[config.mk]
export PLATFORM = sky130hd
export DESIGN_NAME = mic_level_meter
export DESIGN_NICKNAME = d
export VERILOG_FILES = /design/src/rtl/mic_level_meter.sv
export SDC_FILE = /design/constraint.sdc
export NUM_CORES = 1
export LEC_CHECK = 0
export BUFFER_PORTS_ARGS = -buffer_cell sky130_fd_sc_hd__buf_2
export CORE_MARGIN = 1.5
export CORE_UTILIZATION = 30
export DETAILED_ROUTE_END_ITERATION = 16
export GPL_TIMING_DRIVEN = 0
export PLACE_DENSITY = 0.52
export SLEW_MARGIN = 20
export SYNTH_ARGS = -nofsm -noshare
export SYNTH_HDL_FRONTEND = slang
export SYNTH_SLANG_ARGS = --single-unit
[constraint.sdc]
create_clock -name clk -period 1.95 [get_ports clk]
set_input_delay 0.39 -clock clk [delete_from_list [all_inputs] [get_ports clk]]
set_output_delay 0.39 -clock clk [all_outputs]
set_load 0.02 [all_outputs]
[src/rtl/mic_level_meter.sv]
// mic_level_meter: peak-over-window microphone level meter.
// Tracks the largest sample in each window of WINDOW accepted samples,
// quantises it to a 0..15 bar level with instant attack and optional
// one-step-per-window release, and exports the raw window peak.
module mic_level_meter #(
    parameter int          WINDOW     = 4000,
    parameter logic [11:0] BASE       = 12'd2048,
    parameter int          STEP_SHIFT = 7,
    parameter bit          DECAY_EN   = 1'b1
) (
    input  logic        clk,
    input  logic        rst_n,
    input  logic        sample_valid,
    input  logic [11:0] mic_in,
    input  logic        freeze,
    output logic [3:0]  level,
    output logic [11:0] peak,
    output logic        level_valid
);

    localparam int              CNT_W    = $clog2(WINDOW);
    localparam logic [CNT_W-1:0] CNT_LAST = CNT_W'(WINDOW - 1);
    localparam logic [CNT_W-1:0] CNT_ONE  = CNT_W'(1);

    typedef enum logic {
        ACCUM = 1'b0,
        EVAL  = 1'b1
    } state_t;

    state_t             state_q, state_d;
    logic [CNT_W-1:0]   cnt_q, cnt_d;
    logic [11:0]        acc_q, acc_d;
    logic [3:0]         level_q, level_d;
    logic [11:0]        peak_q, peak_d;
    logic               level_valid_q, level_valid_d;
    logic [3:0]         new_level;

    // Map a window peak to a bar level: zero at or below mid-scale,
    // otherwise the shifted excess saturated at 15.
    function automatic logic [3:0] quantise(input logic [11:0] pk);
        logic [11:0] excess;
        logic [11:0] steps;
        begin
            if (pk <= BASE) begin
                quantise = 4'd0;
            end else begin
                excess = pk - BASE;
                steps  = excess >> STEP_SHIFT;
                if (steps > 12'd15) begin
                    quantise = 4'd15;
                end else begin
                    quantise = steps[3:0];
                end
            end
        end
    endfunction

    assign new_level = quantise(acc_q);

    // Next-state logic: accumulate the window peak, then evaluate for one cycle.
    always_comb begin
        state_d       = state_q;
        cnt_d         = cnt_q;
        acc_d         = acc_q;
        level_d       = level_q;
        peak_d        = peak_q;
        level_valid_d = 1'b0;

        case (state_q)
            ACCUM: begin
                if (sample_valid) begin
                    acc_d = (mic_in > acc_q) ? mic_in : acc_q;
                    if (cnt_q == CNT_LAST) begin
                        cnt_d   = '0;
                        state_d = EVAL;
                    end else begin
                        cnt_d = cnt_q + CNT_ONE;
                    end
                end
            end
            EVAL: begin
                if (!freeze) begin
                    peak_d        = acc_q;
                    level_valid_d = 1'b1;
                    // Attack is immediate; release drops one step per window.
                    // new_level < level_q here, so level_q is at least 1.
                    if (!DECAY_EN || (new_level >= level_q)) begin
                        level_d = new_level;
                    end else begin
                        level_d = level_q - 4'd1;
                    end
                end
                // A sample arriving now opens the next window rather than being lost.
                if (sample_valid) begin
                    acc_d = mic_in;
                    cnt_d = CNT_ONE;
                end else begin
                    acc_d = '0;
                    cnt_d = '0;
                end
                state_d = ACCUM;
            end
            default: begin
                state_d = ACCUM;
            end
        endcase
    end

    // State and output registers with asynchronous active-low reset.
    always_ff @(posedge clk or negedge rst_n) begin
        if (!rst_n) begin
            state_q       <= ACCUM;
            cnt_q         <= '0;
            acc_q         <= '0;
            level_q       <= '0;
            peak_q        <= '0;
            level_valid_q <= 1'b0;
        end else begin
            state_q       <= state_d;
            cnt_q         <= cnt_d;
            acc_q         <= acc_d;
            level_q       <= level_d;
            peak_q        <= peak_d;
            level_valid_q <= level_valid_d;
        end
    end

    assign level       = level_q;
    assign peak        = peak_q;
    assign level_valid = level_valid_q;

endmodule

**After elaboration in Yosys (flattened, before gate mapping)**

Cells that the tools add are included.

- Add/sub/neg operators: 3
- Magnitude comparators: 4
- Equal/unequal tests: 3
- Mux-type cells: 16
- Bitwise gates (word level): 2
- Reduce and logical (&&, ||, !) cells: 2

Operators with widths:

| kind | number |
|---|---|
| 12-bit 2-to-1 mux | 5 |
| 12-bit one-hot mux with 2 select lines | 2 |
| 12-bit by 1-bit adder with 12-bit output, second input constant | 1 |
| 12-bit == test, second input constant | 1 |
| 12-bit greater-than comparator | 1 |
| 12-bit less-or-equal comparator, second input constant | 1 |
| 4-bit 2-to-1 mux | 3 |
| 12-bit subtractor, second input constant | 1 |
| 5-bit by 4-bit greater-than comparator with 1-bit output, second input constant | 1 |
| 1-bit 2-to-1 mux | 5 |
| 4-bit greater-or-equal comparator | 1 |
| 2-bit != test, second input constant | 2 |
| 2-bit AND reduction | 2 |
| 4-bit by 1-bit subtractor with 4-bit output, second input constant | 1 |
| 1-bit inverter | 2 |
| 1-bit one-hot mux with 2 select lines | 1 |

- Register bits after elaboration: 42
- Output and inout bits: 17

**Depth between registers and ports, before layout**

Gate-level depths: netlist of the first run.

- Word-level depth: 6
- Mapped depth: 8
- Depth with buffers taken out: 7

**Worst setup path after synthesis of the first run**

Ideal clock, no wire load.

- Path type: reg2reg
- Start: reg level_q[0], in the netlist level[0]
- End: reg level_q[2], in the netlist level[2]
- Data arrival time: 1.827 ns
- Path slack: 0.002 ns
- Cell stages (with the launch flop): 7
- Buffers on the path: 0
- Clock period less this slack: 1.948 ns
- Cells stage by stage: dfrtp_1 -> ha_1 -> nand2b_1 -> a21oi_1 -> o21ai_1 -> mux2_2 -> a22o_1

- Cells in the longest elaborated chain, start to end: 2
- Elaborated cells between the ends (all ways): 3
- Those cells by class: add/sub (1); order compare (1); mux (1)

RTL lines:

| what | line | RTL |
|---|---|---|
| start, declared | 33 | `logic [3:0] level_q, level_d;` |
| start signal, assigned | 122 | `level_q <= level_d;` |
| 4-bit by 1-bit subtractor with 4-bit output or 4-bit greater-or-equal comparator (tied branches) | 90, 87 |  |
| 4-bit 2-to-1 mux (*) | 87 | `if (!DECAY_EN \|\| (new_level >= level_q)) begin` |

Every way passes the cells marked *; elsewhere a longest branch is shown, timed or not.
A chain may end at the register's enable or synchronous reset.

**Final worst setup path of the first run**

- Start: reg acc_q[5]
- End: reg acc_q[10]

- Cells in the longest elaborated chain, start to end: 3

RTL lines:

| what | line | RTL |
|---|---|---|
| start, declared | 32 | `logic [11:0] acc_q, acc_d;` |
| start signal, assigned | 114 | `acc_q <= '0;` |
| start signal, assigned | 121 | `acc_q <= acc_d;` |
| 12-bit greater-than comparator | 72 | `acc_d = (mic_in > acc_q) ? mic_in : acc_q;` |
| 2-bit != test (no source line) | n/a |  |
| 2-bit AND reduction (no source line) | n/a |  |

Every way passes these cells.

==> flow_metrics.env, run 1 <==
export IMPL_outcome="finished, violations left"
export IMPL_violations="negative setup slack"
export IMPL_worst_pin_slew_ns=0.567
export IMPL_final_period_utilization_pct=105
export IMPL_irDropWorstVdd_v=0.000257
export IMPL_yosysTopAreaCellShare_pct=40.2
export IMPL_relSlewSlack_pct=62.2
export IMPL_grt_pass1_vias=2456
export IMPL_routed_wl_microns=8250
export IMPL_dieArea_sq_mm=0.00929
export IMPL_ys_types=41
export IMPL_avgSynthCellArea_sq_um=8.99
export IMPL_layout_commonest_cell="dfrtp_1"
export IMPL_syn_inst=291
export IMPL_drtAntennaViolNets=0
export IMPL_hold_viol=0
export IMPL_cp_required_ns=2.15
export IMPL_synth_largest_area_cell="dfrtp_1"
export IMPL_io_buffers=32
export IMPL_fp_coreArea_sq_mm=0.00834
export IMPL_arrival_ns=2.25
export IMPL_first_iter_violations=149
export IMPL_pwr_share_clk_pct=28.1
export IMPL_place_ws_ns=-0.328
export IMPL_synth_seq_area_share_pct=40.2
export IMPL_max_clock_freq_ghz=0.488
export IMPL_n_fill_cell=816
export IMPL_multi_input_area_sq_mm=0.00180
export IMPL_grt_pass1_wl_microns=11900
export IMPL_via_per_inst=5.36
export IMPL_first_pass_iters=4
export IMPL_cts_root_buf="clkbuf_8"
export IMPL_ys_ff_latch=42
export IMPL_area_growth_pct=42.2
export IMPL_final_layout_size_suffix_gt1_share_pct=38.4
export IMPL_end_kind="flip-flop"
export IMPL_cp_start_kind="flip-flop"
export IMPL_dr_total_vias=2531
export IMPL_wl_per_cell_microns=17.5
export IMPL_hold_buffers=0
export IMPL_max_cap_viol_count=0
export IMPL_die_h_microns=96.4
export IMPL_final_net_count=400
export IMPL_finalWorstSetupSlack_ns=-0.0987
export IMPL_switching_share_pct=31.2
export IMPL_pin_count=33
export IMPL_diodes=0
export IMPL_grt_max_degree=43
export IMPL_post_route_drc_count=0
export IMPL_powerDensity_mw_per_mm2=573
export IMPL_cts_sinks=42
export IMPL_combPwrFrac_pct=22.8
export IMPL_fin_crit_ns=2.05
export IMPL_cts_buffers=5
export IMPL_start_util_pct=31.4
export IMPL_clock_path_buffers=2
export IMPL_power_net_switching_mw=0.667
export IMPL_syn_nets=325
export IMPL_drv_slew=0
export IMPL_critPathKind="flip-flop to flip-flop"
export IMPL_insertion_delay_ns=0.30
export IMPL_synth_ff_type="dfrtp_1"
export IMPL_track_usage_pct=17.1
export IMPL_final_cell_mix="dfrtp_1, nand2_1, buf_2"
export IMPL_fp_dieW_microns=96.4
export IMPL_antenna_found_initial=0
export IMPL_stdcell_area_sq_mm=0.00372
export IMPL_fin_skew_ns=0.00811
export IMPL_synth_async_sr_flop_share_pct=100
export IMPL_htree_num_levels=2
export IMPL_seqCellArea_sq_mm=0.00105
export IMPL_pwr_share_seq_pct=49.1
export IMPL_cts_tree="done"
export IMPL_dpl_hpwl_microns=4860
export IMPL_synth_edff_count=0
export IMPL_path_max_fanout=5
export IMPL_cts_clk_slew_worst_paths_ns=0.09
export IMPL_setup_viol=12
export IMPL_rsz0062_at_grt="true"
export IMPL_yosys_warnings=0
export IMPL_grt_overflow_total=0
export IMPL_synthTopCellsByArea="dfrtp_1, ha_1, nand2_1"
export IMPL_placed_area_sq_mm=0.00291
export IMPL_syn_area_sq_mm=0.00262
export IMPL_p_int_mw=1.47
export IMPL_p_leak_nw=1.75
export IMPL_fp_row_count=33
export IMPL_hold_class="input port to async pin"
export IMPL_place_congestion=0.844
[area by class of cell]
class	count	share of cell area [%]
sequential	42	28.2
timing repair buffer	68	12.2
inverter	19	1.92
tap	105	3.53
clock buffer	7	2.32
buffer	16	3.33
multi-input combinational	214	48.3
clock inverter	1	0.134
[power by group through the flow]
stage | logic, mW | registers (mW) | clock network (mW)
6_report | 0.486 | 1.05 | 0.599
2_1_floorplan | 0.247 | 1.04 | 0
3_3_place_gp | 0.335 | 1.06 | 0
5_1_grt | 0.539 | 1.06 | 0.644
3_5_place_dp | 0.344 | 1.06 | 0
4_1_cts | 0.403 | 1.04 | 0.616
[sequential cells by signal (all words and copies together), names as in the netlist]
| name | count |
|---|---|
| level | 4 |
| state_q | 1 |
| peak | 12 |
| acc_q | 12 |
| cnt_q | 12 |
| level_valid | 1 |
[critical path, cell delays in order (launching register included)]
cell and delay (ns):
dfrtp_1 0.38, inv_2 0.07, ha_4 0.27, nand4_1 0.19, buf_4 0.21, nor4_4 0.43, buf_6 0.20, a21oi_1 0.11
o311ai_4 0.09
[cells by family after synthesis]
| logic type | count (synthesis) | synth area share (%) |
|---|---|---|
| adder cells (fa/ha/maj) | 18 | 8.60 |
| AO/OA/AOI/OAI | 75 | 19.5 |
| multiplexers | 3 | 1.20 |
| XOR/XNOR | 7 | 2.34 |
| flip-flops | 42 | 40.2 |
| AND/OR/NAND/NOR | 111 | 22.6 |
| buffers and inverters | 35 | 5.69 |
[per-layer routing]
metal	GRT usage, %	up-vias	wire, microns
met1	22.6	1225	3770
met2	27.1	78	3860
li1	-	1208	-
met4	7.97	0	247
met5	0	-	0
met3	3.13	20	375
[synth_stat cells, types with 7 or more instances]
cell type   n
inv_1      19
ha_1       18
clkbuf_1    9
nand2_1    39
nand4_1     7
o21ai_0    18
a22o_1     12
dfrtp_1    42
a21oi_1    21
nand2b_1   15
or4_1      13
nor2_1     15
o311ai_1   10
[through the flow]
step / cells / utilization (%) / setup TNS [ns] / power [mW] / hold slack, ns
CTS: 457 / 39.8 / -0.149 / 2.06 / 0.304
global route: 472 / 44.6 / -1.45 / 2.25 / 0.140
finish: 472 / 44.6 / -0.970 / 2.13 / 0.0885
global placement: 428 / 34.9 / -3.47 / 1.40 / 0.464
floorplan: 291 / - / 0 / 1.29 / 0.0944
detailed placement: 428 / 34.9 / -3.58 / 1.41 / 0.467
[path summary, 6_finish.rpt]
path | start | endpoint | slack [ns] | depth (start not counted)
worst max-delay path | acc_q[5]$_DFFE_PN0P_ | acc_q[10]$_DFFE_PN0P_ | -0.1 | 8
worst min-delay path | rst_n | level[2]$_DFFE_PN0P_ | 0.09 | 1
worst max register to register | acc_q[5]$_DFFE_PN0P_ | acc_q[10]$_DFFE_PN0P_ | -0.1 | 8
worst min register to register | peak[2]$_DFFE_PN0P_ | peak[2]$_DFFE_PN0P_ | 0.48 | 2
max in group asynchronous | rst_n | state_q$_DFF_PN0_ | 1.48 | 1
min in group clk | mic_in[0] | acc_q[0]$_DFFE_PN0P_ | 0.43 | 3
[what timing repair did]
action / CTS / global route
endpoints found under the hold margin: 0 / 0
pin swaps: 11 / 24
setup endpoints to repair: 16 / 22
buffers inserted: 20 / 13
gates cloned: 1 / 2
resized for setup: 34 / 50
Power figures use the tool's default switching activity.
==> run 2: changes to the inputs <==
--- a/config.mk
+++ b/config.mk
@@ -11,6 +11,7 @@
 export DETAILED_ROUTE_END_ITERATION = 16
 export GPL_TIMING_DRIVEN = 0
 export PLACE_DENSITY = 0.52
+export SETUP_SLACK_MARGIN = 0.15
 export SLEW_MARGIN = 20
 export SYNTH_ARGS = -nofsm -noshare
 export SYNTH_HDL_FRONTEND = slang
==> run 2 against run 1 <==
The flow still finishes with violations (negative setup slack). Core utilization rose by 0.98 points. Largest power group unchanged. Critical path type unchanged. Sequential cell count did not move. Clock-buffer cell count fell by 1. Clock power rose by 19%. Worst hold slack got worse by 0.026 ns. Sequential share of layout area fell by 0.57 points. First-iteration DRC count fell by 1.3%. Final cell count fell by 0.21%.
==> flow_metrics.env, run 2 (synthesis results as in run 1) <==
export IMPL_rsz0062_at_grt="true"
export IMPL_place_ws_ns=-0.345
export IMPL_n_fill_cell=811
export IMPL_path_max_fanout=5
export IMPL_grt_pass1_wl_microns=12700
export IMPL_max_cap_viol_count=0
export IMPL_final_core_util_pct=45.6
export IMPL_io_buffers=32
export IMPL_setup_viol=11
export IMPL_cts_buffers=5
export IMPL_multi_input_area_sq_mm=0.00184
export IMPL_arrival_ns=2.25
export IMPL_antenna_found_initial=0
export IMPL_irDropWorstVdd_v=0.000285
export IMPL_via_per_inst=5.27
export IMPL_combPwrFrac_pct=22.1
export IMPL_fp_coreArea_sq_mm=0.00834
export IMPL_finalWorstSetupSlack_ns=-0.0937
export IMPL_dr_total_vias=2480
export IMPL_final_period_utilization_pct=105
export IMPL_finalPower_mw=2.27
export IMPL_fp_row_count=33
export IMPL_p_leak_nw=1.77
export IMPL_cp_start_kind="flip-flop"
export IMPL_worst_pin_slew_ns=0.572
export IMPL_p_int_mw=1.58
export IMPL_violations="negative setup slack"
export IMPL_drv_slew=0
export IMPL_fp_dieW_microns=96.4
export IMPL_pin_count=33
export IMPL_start_util_pct=31.4
export IMPL_pwr_share_clk_pct=31.5
export IMPL_crit_slowest_cell="or4_4"
export IMPL_dpl_hpwl_microns=4970
export IMPL_max_stage_delay_ns=0.51
export IMPL_final_cell_mix="dfrtp_1, nand2_1, buf_2"
export IMPL_final_net_count=399
export IMPL_outcome="finished, violations left"
export IMPL_insertion_delay_ns=0.30
export IMPL_drtAntennaViolNets=0
export IMPL_fin_skew_ns=0.00927
export IMPL_post_route_drc_count=0
export IMPL_first_iter_violations=147
export IMPL_pwr_share_seq_pct=46.4
export IMPL_hold_buffers=0
export IMPL_grt_pass1_vias=2475
export IMPL_htree_num_levels=2
export IMPL_cp_required_ns=2.16
export IMPL_powerDensity_mw_per_mm2=596
export IMPL_diodes=0
export IMPL_place_congestion=0.855
export IMPL_first_pass_iters=4
export IMPL_power_net_switching_mw=0.690
export IMPL_routed_wl_microns=8100
export IMPL_stdcell_area_sq_mm=0.00380
export IMPL_area_growth_pct=45.3
export IMPL_final_layout_size_suffix_gt1_share_pct=39.9
export IMPL_clock_path_buffers=2
export IMPL_layout_commonest_cell="dfrtp_1"
export IMPL_critPathKind="flip-flop to flip-flop"
export IMPL_track_usage_pct=18.2
export IMPL_grt_overflow_total=0
export IMPL_max_clock_freq_ghz=0.489
export IMPL_die_h_microns=96.4
export IMPL_grt_max_degree=43
export IMPL_cts_clk_slew_worst_paths_ns=0.09
export IMPL_placed_area_sq_mm=0.00293
export IMPL_hold_class="input port to async pin"
export IMPL_wl_per_cell_microns=17.2
export IMPL_end_kind="flip-flop"
export IMPL_switching_share_pct=30.4
export IMPL_crit_path_cell_trace="inv_2, ha_4, nor2b_4, o211ai_2, a211oi_4, buf_6, buf_8, or4_4, o311ai_2"
export IMPL_cts_root_buf="clkbuf_8"
export IMPL_cts_tree="done"
export IMPL_fin_crit_ns=2.04
export IMPL_dieArea_sq_mm=0.00929
export IMPL_relSlewSlack_pct=61.9
export IMPL_seqCellArea_sq_mm=0.00105
export IMPL_cts_sinks=42
export IMPL_hold_viol=0
-- run 2: area by class of cell --
| cell class | count | area share (%) |
|---|---|---|
| Buffer | 16 | 3.06 |
| Clock buffer | 6 | 1.91 |
| Clock inverter | 2 | 0.987 |
| Inverter | 19 | 1.87 |
| Multi-Input combinational cell | 214 | 48.5 |
| Sequential cell | 42 | 27.7 |
| Tap cell | 105 | 3.45 |
| Timing Repair Buffer | 67 | 12.6 |
-- run 2: layer usage --
metal	wire length, microns	part of all wire [%]	GRT usage, %
met5	0	0	0
met3	294	3.6	2.66
met1	3760	46	24.7
met2	3830	47	28.6
met4	222	2.7	7.85
-- run 2: final timing paths --
kind	depth (start not counted)	endpoint	startpoint	slack, ns
max	9	acc_q[7]$_DFFE_PN0P_	acc_q[1]$_DFFE_PN0P_	-0.09
min	1	cnt_q[8]$_DFFE_PN0P_	rst_n	0.06
max reg2reg	9	acc_q[7]$_DFFE_PN0P_	acc_q[1]$_DFFE_PN0P_	-0.09
min reg2reg	2	peak[0]$_DFFE_PN0P_	peak[0]$_DFFE_PN0P_	0.48
max in group asynchronous	1	acc_q[0]$_DFFE_PN0P_	rst_n	1.47
min in group clk	3	acc_q[0]$_DFFE_PN0P_	mic_in[0]	0.40
-- run 2: power groups by stage --
stage	sequential, mW	combinational, mW	clock (mW)
2_1_floorplan	1.04	0.251	0
3_3_place_gp	1.06	0.341	0
3_5_place_dp	1.07	0.348	0
4_1_cts	1.05	0.448	0.735
5_1_grt	1.06	0.553	0.771
6_report	1.05	0.501	0.715
-- run 2: worst max-delay path: cells and delay by family (launching register included) --
kind / cells / cell delay (ns)
compound gates: 3 / 0.37
fa+ha+maj: 1 / 0.20
flops: 1 / 0.41
buf+inv: 3 / 0.35
simple gates: 2 / 0.63
-- run 2: what timing repair did --
action,4_1_cts,5_1_grt
gates resized for setup,62,36
setup buffers,23,9
setup endpoints to repair,24,26
cloned,3,0
pin swaps,30,17
-- run 2: stage by stage --
step | instances | hold WS, ns | TNS [ns]
after global placement | 428 | 0.463 | -2.93
after CTS | 462 | 0.295 | 0
after floorplan | 291 | 0.0944 | 0
after global routing | 471 | 0.105 | -0.970
final | 471 | 0.0621 | -0.606
after detailed placement | 428 | 0.469 | -3.39
==> run 3: changes to the inputs <==
--- a/config.mk
+++ b/config.mk
@@ -9,9 +9,7 @@
 export CORE_MARGIN = 1.5
 export CORE_UTILIZATION = 30
 export DETAILED_ROUTE_END_ITERATION = 16
-export GPL_TIMING_DRIVEN = 0
 export PLACE_DENSITY = 0.52
-export SETUP_SLACK_MARGIN = 0.15
 export SLEW_MARGIN = 20
 export SYNTH_ARGS = -nofsm -noshare
 export SYNTH_HDL_FRONTEND = slang
==> run 3 against run 2 <==
The flow still finishes with violations (negative setup slack). Final cell count rose by 0.85%. Critical path depth decreased by 1. Worst hold slack is essentially flat. Sequential cell count is the same. Clock power shrank 3%. Non-clock buffer count grew 4. Worst setup slack improved by 0.076 ns. Clock-buffer cell count grew 1. Cell area decreased by 3.3%.
==> flow_metrics.env, run 3 (synthesis results as in run 1) <==
export IMPL_outcome="finished, violations left"
export IMPL_violations="negative setup slack"
export IMPL_fp_dieW_microns=96.4
export IMPL_cts_tree="done"
export IMPL_setup_viol=1
export IMPL_grt_overflow_total=0
export IMPL_wl_per_cell_microns=14.9
export IMPL_cp_required_ns=2.15
export IMPL_finalPower_mw=2.22
export IMPL_fin_skew_ns=0.00546
export IMPL_startpoint="acc_q[1]$_DFFE_PN0P_"
export IMPL_area_growth_pct=40.6
export IMPL_path_max_fanout=6
export IMPL_final_net_count=403
export IMPL_max_cap_viol_count=0
export IMPL_final_period_utilization_pct=101
export IMPL_n_fill_cell=821
export IMPL_grt_pass1_vias=2343
export IMPL_start_util_pct=31.4
export IMPL_fp_row_count=33
export IMPL_cts_buffers=5
export IMPL_finalWorstSetupSlack_ns=-0.0175
export IMPL_layout_commonest_cell="buf_4"
export IMPL_relSlewSlack_pct=65.7
export IMPL_cts_clk_slew_worst_paths_ns=0.09
export IMPL_die_h_microns=96.4
export IMPL_end_kind="flip-flop"
export IMPL_htree_num_levels=2
export IMPL_arrival_ns=2.17
export IMPL_io_buffers=32
export IMPL_endpoint="acc_q[10]$_DFFE_PN0P_"
export IMPL_hold_class="input port to async pin"
export IMPL_worst_pin_slew_ns=0.514
export IMPL_hold_buffers=0
export IMPL_reg2reg_depth=8
export IMPL_final_cell_mix="buf_4, dfrtp_1, nand2_1"
export IMPL_grt_pass1_wl_microns=11500
export IMPL_cts_root_buf="clkbuf_8"
export IMPL_dpl_hpwl_microns=5150
export IMPL_track_usage_pct=16.2
export IMPL_drv_slew=0
export IMPL_rr_startpoint="acc_q[1]$_DFFE_PN0P_"
export IMPL_fin_crit_ns=1.97
export IMPL_via_per_inst=5.16
export IMPL_final_core_util_pct=44.1
export IMPL_antenna_found_initial=0
export IMPL_final_layout_size_suffix_gt1_share_pct=37.0
export IMPL_dieArea_sq_mm=0.00929
export IMPL_max_clock_freq_ghz=0.508
export IMPL_first_pass_iters=4
export IMPL_clock_path_buffers=2
export IMPL_setup_tns_ns=-0.0175
export IMPL_grt_max_degree=23
export IMPL_place_congestion=0.802
export IMPL_critPathKind="flip-flop to flip-flop"
export IMPL_seqCellArea_sq_mm=0.00105
export IMPL_hold_viol=0
export IMPL_p_leak_nw=1.81
export IMPL_multi_input_area_sq_mm=0.00171
export IMPL_regToRegEndpoint="acc_q[10]$_DFFE_PN0P_"
export IMPL_powerDensity_mw_per_mm2=602
export IMPL_dr_total_vias=2449
export IMPL_first_iter_violations=137
export IMPL_timing_reg2reg_setup_slack_ns=-0.02
export IMPL_post_route_drc_count=0
export IMPL_fp_coreArea_sq_mm=0.00834
export IMPL_rsz0062_at_grt="true"
export IMPL_diodes=0
export IMPL_routed_wl_microns=7070
export IMPL_pin_count=33
export IMPL_cp_start_kind="flip-flop"
export IMPL_insertion_delay_ns=0.29
export IMPL_irDropWorstVdd_v=0.000344
export IMPL_cts_sinks=42
export IMPL_drtAntennaViolNets=0
[run 3: cell types whose count changed in the layout (fill, tap and decap cells not counted), sizes merged]
cell and change:
buf +14, clkbuf -9, clkinvlp -1
[run 3: metal layers]
layer  up-vias  global-route usage, %  routed length, microns
li1       1209                      -                       -
met1      1193                   22.5                    3450
met2        41                   25.6                    3340
met3         6                   2.82                     209
met4         0                   4.83                      72
met5         -                      0                       0
[run 3: final cells by class]
type                            instances  area share (%)
Clock buffer                            7            2.07
Multi-Input combinational cell        214            46.4
Sequential cell                        42            28.6
Inverter                               19            1.94
Timing Repair Buffer                   87            16.7
Clock inverter                          1           0.816
Tap cell                              105            3.57
[run 3: critical path, cell delays in order (launching register included)]
cell	delay, ns
dfrtp_1	0.40
inv_2	0.09
ha_4	0.20
nor2b_4	0.12
o211ai_2	0.16
a211oi_2	0.12
buf_4	0.18
or4_4	0.53
o311ai_4	0.07
[run 3: timing repair]
action | 4_1_cts | 5_1_grt
cloned | 1 | 0
endpoints found under the setup margin | 12 | 22
pin swaps | 3 | 21
resized for setup | 18 | 34
setup buffers | 2 | 3
[run 3: worst min-delay path by stage]
stage                                        to  slack, ns   from
after floorplan            acc_q[0]$_DFFE_PN0P_       0.09  rst_n
after CTS                  acc_q[1]$_DFFE_PN0P_       0.07  rst_n
final                      level[3]$_DFFE_PN0P_       0.06  rst_n
after global placement    level_valid$_DFF_PN0_       0.40  rst_n
after global routing       level[3]$_DFFE_PN0P_        0.1  rst_n
after detailed placement   level[3]$_DFFE_PN0P_       0.40  rst_n
[run 3: power by group]
group          switching [mW]  internal (mW)
Combinational           0.240          0.233
Sequential             0.0955          0.951
Clock                   0.313          0.384
[run 3: through the flow]
stage,worst slack (ns),hold WS [ns],cell area [sq um],cells
4_1_cts,0.000313,0.0718,3420,472
2_1_floorplan,0.00209,0.0944,2620,291
5_1_grt,-0.103,0.0999,3680,475
6_report,-0.0175,0.0623,3680,475
3_5_place_dp,-0.176,0.397,3220,461
3_3_place_gp,-0.152,0.402,3220,461
